<file path="src/rtl/mprj_wb_guard.sv">
// -----------------------------------------------------------------------------
// mprj_wb_guard
// Sits between the management core's user-project Wishbone master port and the
// user project area. Each management-side single transfer is registered and
// forwarded to the user area. The user's ack and read data are returned to the
// management side. A request the user never acks is terminated after
// TIMEOUT_CYCLES cycles with ERR_DATA, so the CPU cannot hang on an unpowered or
// broken user design. While user_en is low every access is fast-failed with
// ERR_DATA and never reaches the user area.
//
// Ports
//   wb_clk_i, wb_rst_i      clock, asynchronous active-high reset
//   user_en                 user area usable (sampled in IDLE only)
//   m_*_i / m_ack_o/m_dat_o management-side Wishbone slave port
//   u_*_o / u_ack_i/u_dat_i user-side Wishbone master port
//   timeout_irq             one-cycle pulse per timeout
//   timeout_count           saturating 8-bit timeout counter
//   clr_count               synchronous clear of timeout_count (wins over +1)
//
// Optional feature (macro MPRJ_WB_GUARD_ERR_ADR_EN)
//   timeout_adr             user address of the most recent timed-out request
// -----------------------------------------------------------------------------
module mprj_wb_guard #(
    parameter int unsigned TIMEOUT_CYCLES = 255,
    parameter int unsigned CNT_W          = 16,
    parameter logic [31:0] ERR_DATA       = 32'hDEAD_BEEF
) (
    input  logic        wb_clk_i,
    input  logic        wb_rst_i,
    input  logic        user_en,
    input  logic        m_cyc_i,
    input  logic        m_stb_i,
    input  logic        m_we_i,
    input  logic [3:0]  m_sel_i,
    input  logic [31:0] m_adr_i,
    input  logic [31:0] m_dat_i,
    output logic        m_ack_o,
    output logic [31:0] m_dat_o,
    output logic        u_cyc_o,
    output logic        u_stb_o,
    output logic        u_we_o,
    output logic [3:0]  u_sel_o,
    output logic [31:0] u_adr_o,
    output logic [31:0] u_dat_o,
    input  logic        u_ack_i,
    input  logic [31:0] u_dat_i,
    output logic        timeout_irq,
    output logic [7:0]  timeout_count,
`ifdef MPRJ_WB_GUARD_ERR_ADR_EN
    output logic [31:0] timeout_adr,
`endif
    input  logic        clr_count
);

    typedef enum logic [1:0] {
        ST_IDLE = 2'd0,
        ST_REQ  = 2'd1,
        ST_DONE = 2'd2
    } state_e;

    // Wait-counter value seen in the last cycle the strobe may stay high;
    // the counter starts at 0 in the first strobe cycle.
    localparam logic [CNT_W-1:0] CNT_LAST = CNT_W'(TIMEOUT_CYCLES - 1);

    state_e            state_q, state_d;
    logic [CNT_W-1:0]  cnt_q, cnt_d;
    logic              m_ack_q, m_ack_d;
    logic [31:0]       m_dat_q, m_dat_d;
    logic              u_req_q, u_req_d;
    logic              u_we_q, u_we_d;
    logic [3:0]        u_sel_q, u_sel_d;
    logic [31:0]       u_adr_q, u_adr_d;
    logic [31:0]       u_dat_q, u_dat_d;
    logic              irq_q, irq_d;
    logic [7:0]        tcnt_q, tcnt_d;
    logic              timeout_s;
`ifdef MPRJ_WB_GUARD_ERR_ADR_EN
    logic [31:0]       tadr_q, tadr_d;
`endif

    // State and output registers; reset clears everything, dropping any
    // user-side strobe and suppressing the pending ack.
    always_ff @(posedge wb_clk_i or posedge wb_rst_i) begin
        if (wb_rst_i) begin
            state_q <= ST_IDLE;
            cnt_q   <= {CNT_W{1'b0}};
            m_ack_q <= 1'b0;
            m_dat_q <= 32'h0000_0000;
            u_req_q <= 1'b0;
            u_we_q  <= 1'b0;
            u_sel_q <= 4'h0;
            u_adr_q <= 32'h0000_0000;
            u_dat_q <= 32'h0000_0000;
            irq_q   <= 1'b0;
            tcnt_q  <= 8'h00;
`ifdef MPRJ_WB_GUARD_ERR_ADR_EN
            tadr_q  <= 32'h0000_0000;
`endif
        end else begin
            state_q <= state_d;
            cnt_q   <= cnt_d;
            m_ack_q <= m_ack_d;
            m_dat_q <= m_dat_d;
            u_req_q <= u_req_d;
            u_we_q  <= u_we_d;
            u_sel_q <= u_sel_d;
            u_adr_q <= u_adr_d;
            u_dat_q <= u_dat_d;
            irq_q   <= irq_d;
            tcnt_q  <= tcnt_d;
`ifdef MPRJ_WB_GUARD_ERR_ADR_EN
            tadr_q  <= tadr_d;
`endif
        end
    end

    // Next-state logic: request acceptance, ack/timeout/abort resolution and
    // the one-cycle management ack.
    always_comb begin
        state_d   = state_q;
        cnt_d     = cnt_q;
        m_ack_d   = 1'b0;
        m_dat_d   = m_dat_q;
        u_req_d   = u_req_q;
        u_we_d    = u_we_q;
        u_sel_d   = u_sel_q;
        u_adr_d   = u_adr_q;
        u_dat_d   = u_dat_q;
        irq_d     = 1'b0;
        timeout_s = 1'b0;
`ifdef MPRJ_WB_GUARD_ERR_ADR_EN
        tadr_d    = tadr_q;
`endif
        case (state_q)
            ST_IDLE: begin
                if (m_cyc_i && m_stb_i) begin
                    if (user_en) begin
                        u_req_d = 1'b1;
                        u_we_d  = m_we_i;
                        u_sel_d = m_sel_i;
                        u_adr_d = m_adr_i;
                        u_dat_d = m_dat_i;
                        cnt_d   = {CNT_W{1'b0}};
                        state_d = ST_REQ;
                    end else begin
                        m_dat_d = ERR_DATA;
                        m_ack_d = 1'b1;
                        state_d = ST_DONE;
                    end
                end else begin
                    state_d = ST_IDLE;
                end
            end
            ST_REQ: begin
                // Ack beats timeout beats abort when they coincide.
                if (u_ack_i) begin
                    m_dat_d = u_dat_i;
                    u_req_d = 1'b0;
                    m_ack_d = 1'b1;
                    state_d = ST_DONE;
                end else if (cnt_q == CNT_LAST) begin
                    timeout_s = 1'b1;
                    m_dat_d   = ERR_DATA;
                    u_req_d   = 1'b0;
                    m_ack_d   = 1'b1;
                    irq_d     = 1'b1;
                    state_d   = ST_DONE;
`ifdef MPRJ_WB_GUARD_ERR_ADR_EN
                    tadr_d    = u_adr_q;
`endif
                end else if (!m_cyc_i) begin
                    u_req_d = 1'b0;
                    state_d = ST_IDLE;
                end else begin
                    cnt_d = cnt_q + CNT_W'(1);
                end
            end
            ST_DONE: begin
                state_d = ST_IDLE;
            end
            default: begin
                u_req_d = 1'b0;
                state_d = ST_IDLE;
            end
        endcase

        // Clear wins over a simultaneous increment; the count saturates.
        if (clr_count) begin
            tcnt_d = 8'h00;
        end else if (timeout_s && (tcnt_q != 8'hFF)) begin
            tcnt_d = tcnt_q + 8'h01;
        end else begin
            tcnt_d = tcnt_q;
        end
    end

    assign m_ack_o       = m_ack_q;
    assign m_dat_o       = m_dat_q;
    assign u_cyc_o       = u_req_q;
    assign u_stb_o       = u_req_q;
    assign u_we_o        = u_we_q;
    assign u_sel_o       = u_sel_q;
    assign u_adr_o       = u_adr_q;
    assign u_dat_o       = u_dat_q;
    assign timeout_irq   = irq_q;
    assign timeout_count = tcnt_q;
`ifdef MPRJ_WB_GUARD_ERR_ADR_EN
    assign timeout_adr   = tadr_q;
`endif

endmodule
</file>
<file path="config.mk">
export PLATFORM = sky130hd
export DESIGN_NAME = mprj_wb_guard
export DESIGN_NICKNAME = d
export VERILOG_FILES = /design/src/rtl/mprj_wb_guard.sv
export SDC_FILE = /design/constraint.sdc
export NUM_CORES = 1
export LEC_CHECK = 0
export CORE_MARGIN = 1
export CORE_UTILIZATION = 39
export CTS_CLUSTER_SIZE = 16
export DETAILED_ROUTE_END_ITERATION = 8
export PLACE_DENSITY = 0.77
export SLEW_MARGIN = 20
export SYNTH_ARGS = -nofsm -noshare
export SYNTH_HDL_FRONTEND = slang
export SYNTH_SLANG_ARGS = --single-unit
</file>
<file path="constraint.sdc">
create_clock -name wb_clk_i -period 3.94 [get_ports wb_clk_i]
set_input_delay 0.788 -clock wb_clk_i [delete_from_list [all_inputs] [get_ports wb_clk_i]]
set_output_delay 0.788 -clock wb_clk_i [all_outputs]
set_load 0.1 [all_outputs]
</file>
# == Word-level counts from Yosys, hierarchy flattened ==
# Index checks and enable logic that the tools add are counted.
# word_totals
regBits,130
latchBits,0
ramBits,0
rom_bits,0
inputBits,108
output_inout_bits,113
elab_cells,67
memories,0
# classes
addsub,2
multipliers,0
div_mod_pow,0
n_lt_le_gt_ge,0
eq_ne,12
n_shift,0
n_mux,32
bitwise_logic,1
n_reduce_logical,9
# ops
operator,n
32-bit two-way mux,4
16-bit two-way mux,5
32-bit one-hot mux with 2 select lines,1
16-bit one-hot mux with 2 select lines,1
"16-bit by 1-bit adder with 16-bit output, second input constant",1
"16-bit by 8-bit == test with 1-bit output, second input constant",1
8-bit two-way mux,2
"2-bit inequality test, second input constant",6
1-bit two-way mux,11
2-bit two-way mux,5
"8-bit by 1-bit adder with 8-bit output, second input constant",1
"8-bit inequality test, second input constant",1
4-bit AND reduction,2
6-bit AND reduction,1
"4-bit inequality test, second input constant",1
2-bit one-hot mux with 2 select lines,1
2-bit nonzero test,2
"3-bit inequality test, second input constant",1
1-bit one-hot mux with 3 select lines,1
3-bit AND reduction,1
"2-bit by 1-bit == test with 1-bit output, second input constant",1
"2-bit == test, second input constant",1
1-bit logical AND,2
2-bit logical NOT,1
2 further kinds,2

# == Logic depth before layout (Yosys ltp) ==
# logic_depth
depth_word,7
depth_mapped,9
mapped_depth_nobuf,7

# == Least setup slack after synthesis ==
# Ideal clock, no wire load.
# synth_path
path_kind,register to register
startpoint,reg cnt_q[10]
endpoint,"reg tcnt_q[5], in the netlist timeout_count[5]"
setup_ns,0.077
arrival_time_ns,2.165
required_ns,3.863
setup_slack_ns,1.698
path_stages_with_launch,6
path_buffers,1
period_less_slack_ns,2.242
path_cell_list,dfrtp_1 > or4_4 > or4_4 > buf_6 > or4_1 > a21oi_1
# synth_between
elab_chain_cells,6
# synth_rtl
item,line_no,text
from (decl),66,"logic [CNT_W-1:0] cnt_q, cnt_d;"
from (signal assigned),86,cnt_q <= {CNT_W{1'b0}};
from (signal assigned),101,cnt_q <= cnt_d;
16-bit by 8-bit == test with 1-bit output,161,end else if (cnt_q == CNT_LAST) begin
1-bit two-way mux,161,
1-bit two-way mux,156,if (u_ack_i) begin
1-bit two-way mux,134,case (state_q)
1-bit logical AND,190,end else if (timeout_s && (tcnt_q != 8'hFF)) begin
2-bit nonzero test (no source line),--,
to (signal assigned),110,tcnt_q <= tcnt_d;
to (decl),75,"logic [7:0] tcnt_q, tcnt_d;"
# Every way passes these cells.
# A chain may end at the register's enable or synchronous reset.

# == Worst setup path after layout ==
# layout_path
startpoint,"reg tcnt_q[2], in the netlist timeout_count[2]"
endpoint,out timeout_count[2]
# layout_lines
item,line_no,text
to (decl),48,"output logic [7:0] timeout_count,"
# No word-level cell between the ends.

==> flow_metrics.py <==
metrics = {
    "route": {
        "drt_iter0_drc": 237,
        "drc_errors": 0,
        "routed_via_density": 5.106,
        "num_vias": 4835,
        "ant_nets": 0,
        "drt_first_pass_iters": 4,
        "routed_wl_mm": 14.04,
        "avgRoutedWirePerCell_um": 14.82,
    },
    "timing": {
        "worst_clock_skew_ns": 0.006797,
        "rsz0062_at_grt": "no",
        "worstMarginPinSlew_ns": 1.021,
        "hold_viol": 0,
        "setup_viol": 0,
        "finalCritPeriodShare": 0.7234,
        "setup-tns-final_ns": 0,
        "finalMaxSlewViolations": 0,
        "period_needed_ns": 2.850,
        "slew_headroom": 0.3173,
        "fmax_mhz": 350.8,
        "worst_slack_ns": 1.090,
    },
    "clock_tree": {
        "ctsHoldBuffers": 0,
        "cts_made_buffers": 17,
        "tritoncts": "done",
        "postCtsSetupRepairBufs": 0,
        "cts.sinks": 130,
        "clock_latency_ns": 0.42,
        "clk_pin_slew_ns": 0.05,
        "clockBufferDepth": 2,
        "root_buffer": "clkbuf_16",
        "ctsResizeCount": 0,
        "ctsHtreeMaxLevel": 4,
    },
    "die": {
        "die_y_um": 119.3,
        "fp.dieW_um": 119.3,
        "die_area_sq_um": 14230,
        "fp-row-count": 42,
        "start_util": 0.4020,
        "ioPinCount": 221,
        "coreArea_sq_um": 13350,
    },
    "logic_synthesis": {
        "avgSynthCellArea_sq_um": 9.847,
        "syn_area_sq_um": 5366,
        "synth_top_area_share": 0.6062,
        "yosys.cell_types.count": 49,
        "synth_seq_cells": 130,
        "yosysTopAreaCell": "dfrtp_1",
        "synthArstFlopShare": 1.000,
        "synth_edf_count": 0,
        "postSynthCellCount": 545,
        "synthFlopType": "dfrtp_1",
        "yosysWarnings": 0,
        "synth_nets": 656,
        "synth.area.top_cells": "dfrtp_1 (61%), nand2_1 (15%), o22a_1 (3.9%), clkbuf_1 (1.4%), a21oi_1 (1.3%)",
        "yosysSeqAreaShare": 0.6062,
    },
    "critical_path": {
        "crit_family": "buffers and inverters",
        "crit_path_end_kind": "primary output",
        "max_stage_delay_ns": 1.18,
        "worstPathRequired_ns": 3.15,
        "path_max_fanout": 8,
        "critPathLaunchType": "flop",
        "path_class": "reg -> out",
        "cp_num_buf_inv": 1,
        "slowest_stage": "clkdlybuf4s50_1",
        "worstPathArrival_ns": 2.06,
        "cp_cell_sequence": "clkdlybuf4s50_1",
    },
    "global_route": {
        "grt_use_total": 0.2086,
        "grt_max_degree": 131,
        "grt_overflow_total": 0,
        "antenna_found_initial": 0,
        "grt_pass1_vias": 4821,
        "grt_pass1_wl_mm": 23.27,
    },
    "layout": {
        "fillers": 1065,
        "nets": 869,
        "drive_above_1_share": 0.06485,
        "layout_common_cells": "nand2_1 (220), clkdlybuf4s50_1 (220), dfrtp_1 (130)",
        "syn_to_final_growth_pct": 54.88,
        "n_antenna_cell": 0,
    },
    "pwr": {
        "p_leak_nw": 3.660,
        "power_density_nw_per_um2": 683.9,
        "ir_worst_vdd_mv": 0.4167,
    },
    "min_path": {
        "hold_path_class": "reg -> reg",
    },
    "place": {
        "dpl.hpwl_mm": 9.749,
        "globalplace.congestion": 0.7976,
        "dp_slack_ns": 0.8575,
        "io_buffers": 220,
    },
    "outcome": {
        "outcome": "completed",
    },
    "run": {
        "maxCapViolations": 0,
    },
}
==> cell usage after synthesis (7+ instances only) <==
library cell / number
o31ai_1: 9
nor2_1: 8
nand4_1: 7
inv_1: 9
o22a_1: 24
a22o_1: 8
o21ai_0: 11
a21oi_1: 14
nand2_1: 221
clkbuf_1: 20
dfrtp_1: 130
==> registers in the layout (all words and copies together), names as in the netlist, 2 cells and up <==
name,cells
u_sel_o,4
state_q,2
m_dat_o,32
u_dat_o,32
timeout_count,8
u_adr_o,32
cnt_q,16
==> cells by family (layout without fill, tap and decap cells) <==
logic type	count (synthesis)	count (layout)	share of synthesized area
AND/OR/NAND/NOR	284	284	0.2308
flip-flops	130	130	0.6062
buffers and inverters	40	266	0.03590
adder cells (fa/ha/maj)	3	3	0.006995
AO/OA/AOI/OAI	85	85	0.1145
multiplexers	3	3	0.005596
==> final cells by class <==
| type | count | area [sq um] | area share |
|---|---|---|---|
| sequential | 130 | 3253 | 0.3914 |
| timing repair buffer | 224 | 2270 | 0.2731 |
| multi-input combinational | 375 | 1934 | 0.2327 |
| clock buffer | 20 | 456.7 | 0.05495 |
| tap | 176 | 220.2 | 0.02649 |
| clock inverter | 12 | 133.9 | 0.01611 |
| inverter | 10 | 43.79 | 0.005269 |
==> per-layer routing <==
metal,GRT usage,share of wire
met5,0,0
met4,0.09453,0.026
met3,0.07807,0.087
met2,0.3474,0.50
met1,0.2380,0.39
==> metrics by stage <==
stage	util	power [mW]	hold slack, ns	cells	instance area (sq um)
6_report	0.6227	5.684	0.4719	947	8312
2_1_floorplan	-	3.518	0.4886	545	5370
3_3_place_gp	0.5777	4.134	0.4577	915	7711
3_5_place_dp	0.5777	4.166	0.4622	915	7711
4_1_cts	0.6220	5.730	0.4762	947	8302
5_1_grt	0.6227	5.888	0.4950	947	8312
==> path summary, 6_finish.rpt <==
path	slack [ns]	cells past startpoint	endpoint	startpoint
hold reg to reg	0.47	2	u_dat_o[27]	u_dat_o[27]
setup reg to reg	1.37	5	m_dat_o[6]	cnt_q[10]
max in group asynchronous	2.52	3	u_adr_o[25]	wb_rst_i
min in group asynchronous	0.94	3	m_dat_o[18]	wb_rst_i
hold / removal	0.47	2	u_dat_o[27]	u_dat_o[27]
setup / recovery	1.09	1	timeout_count[2]	timeout_count[2]
==> where the power goes <==
part           switching, mW  internal [mW]
Combinational           1.90          0.558
Clock                  0.579          0.965
Sequential             0.125           1.55
No activity file was read; power rests on OpenSTA's default activity.
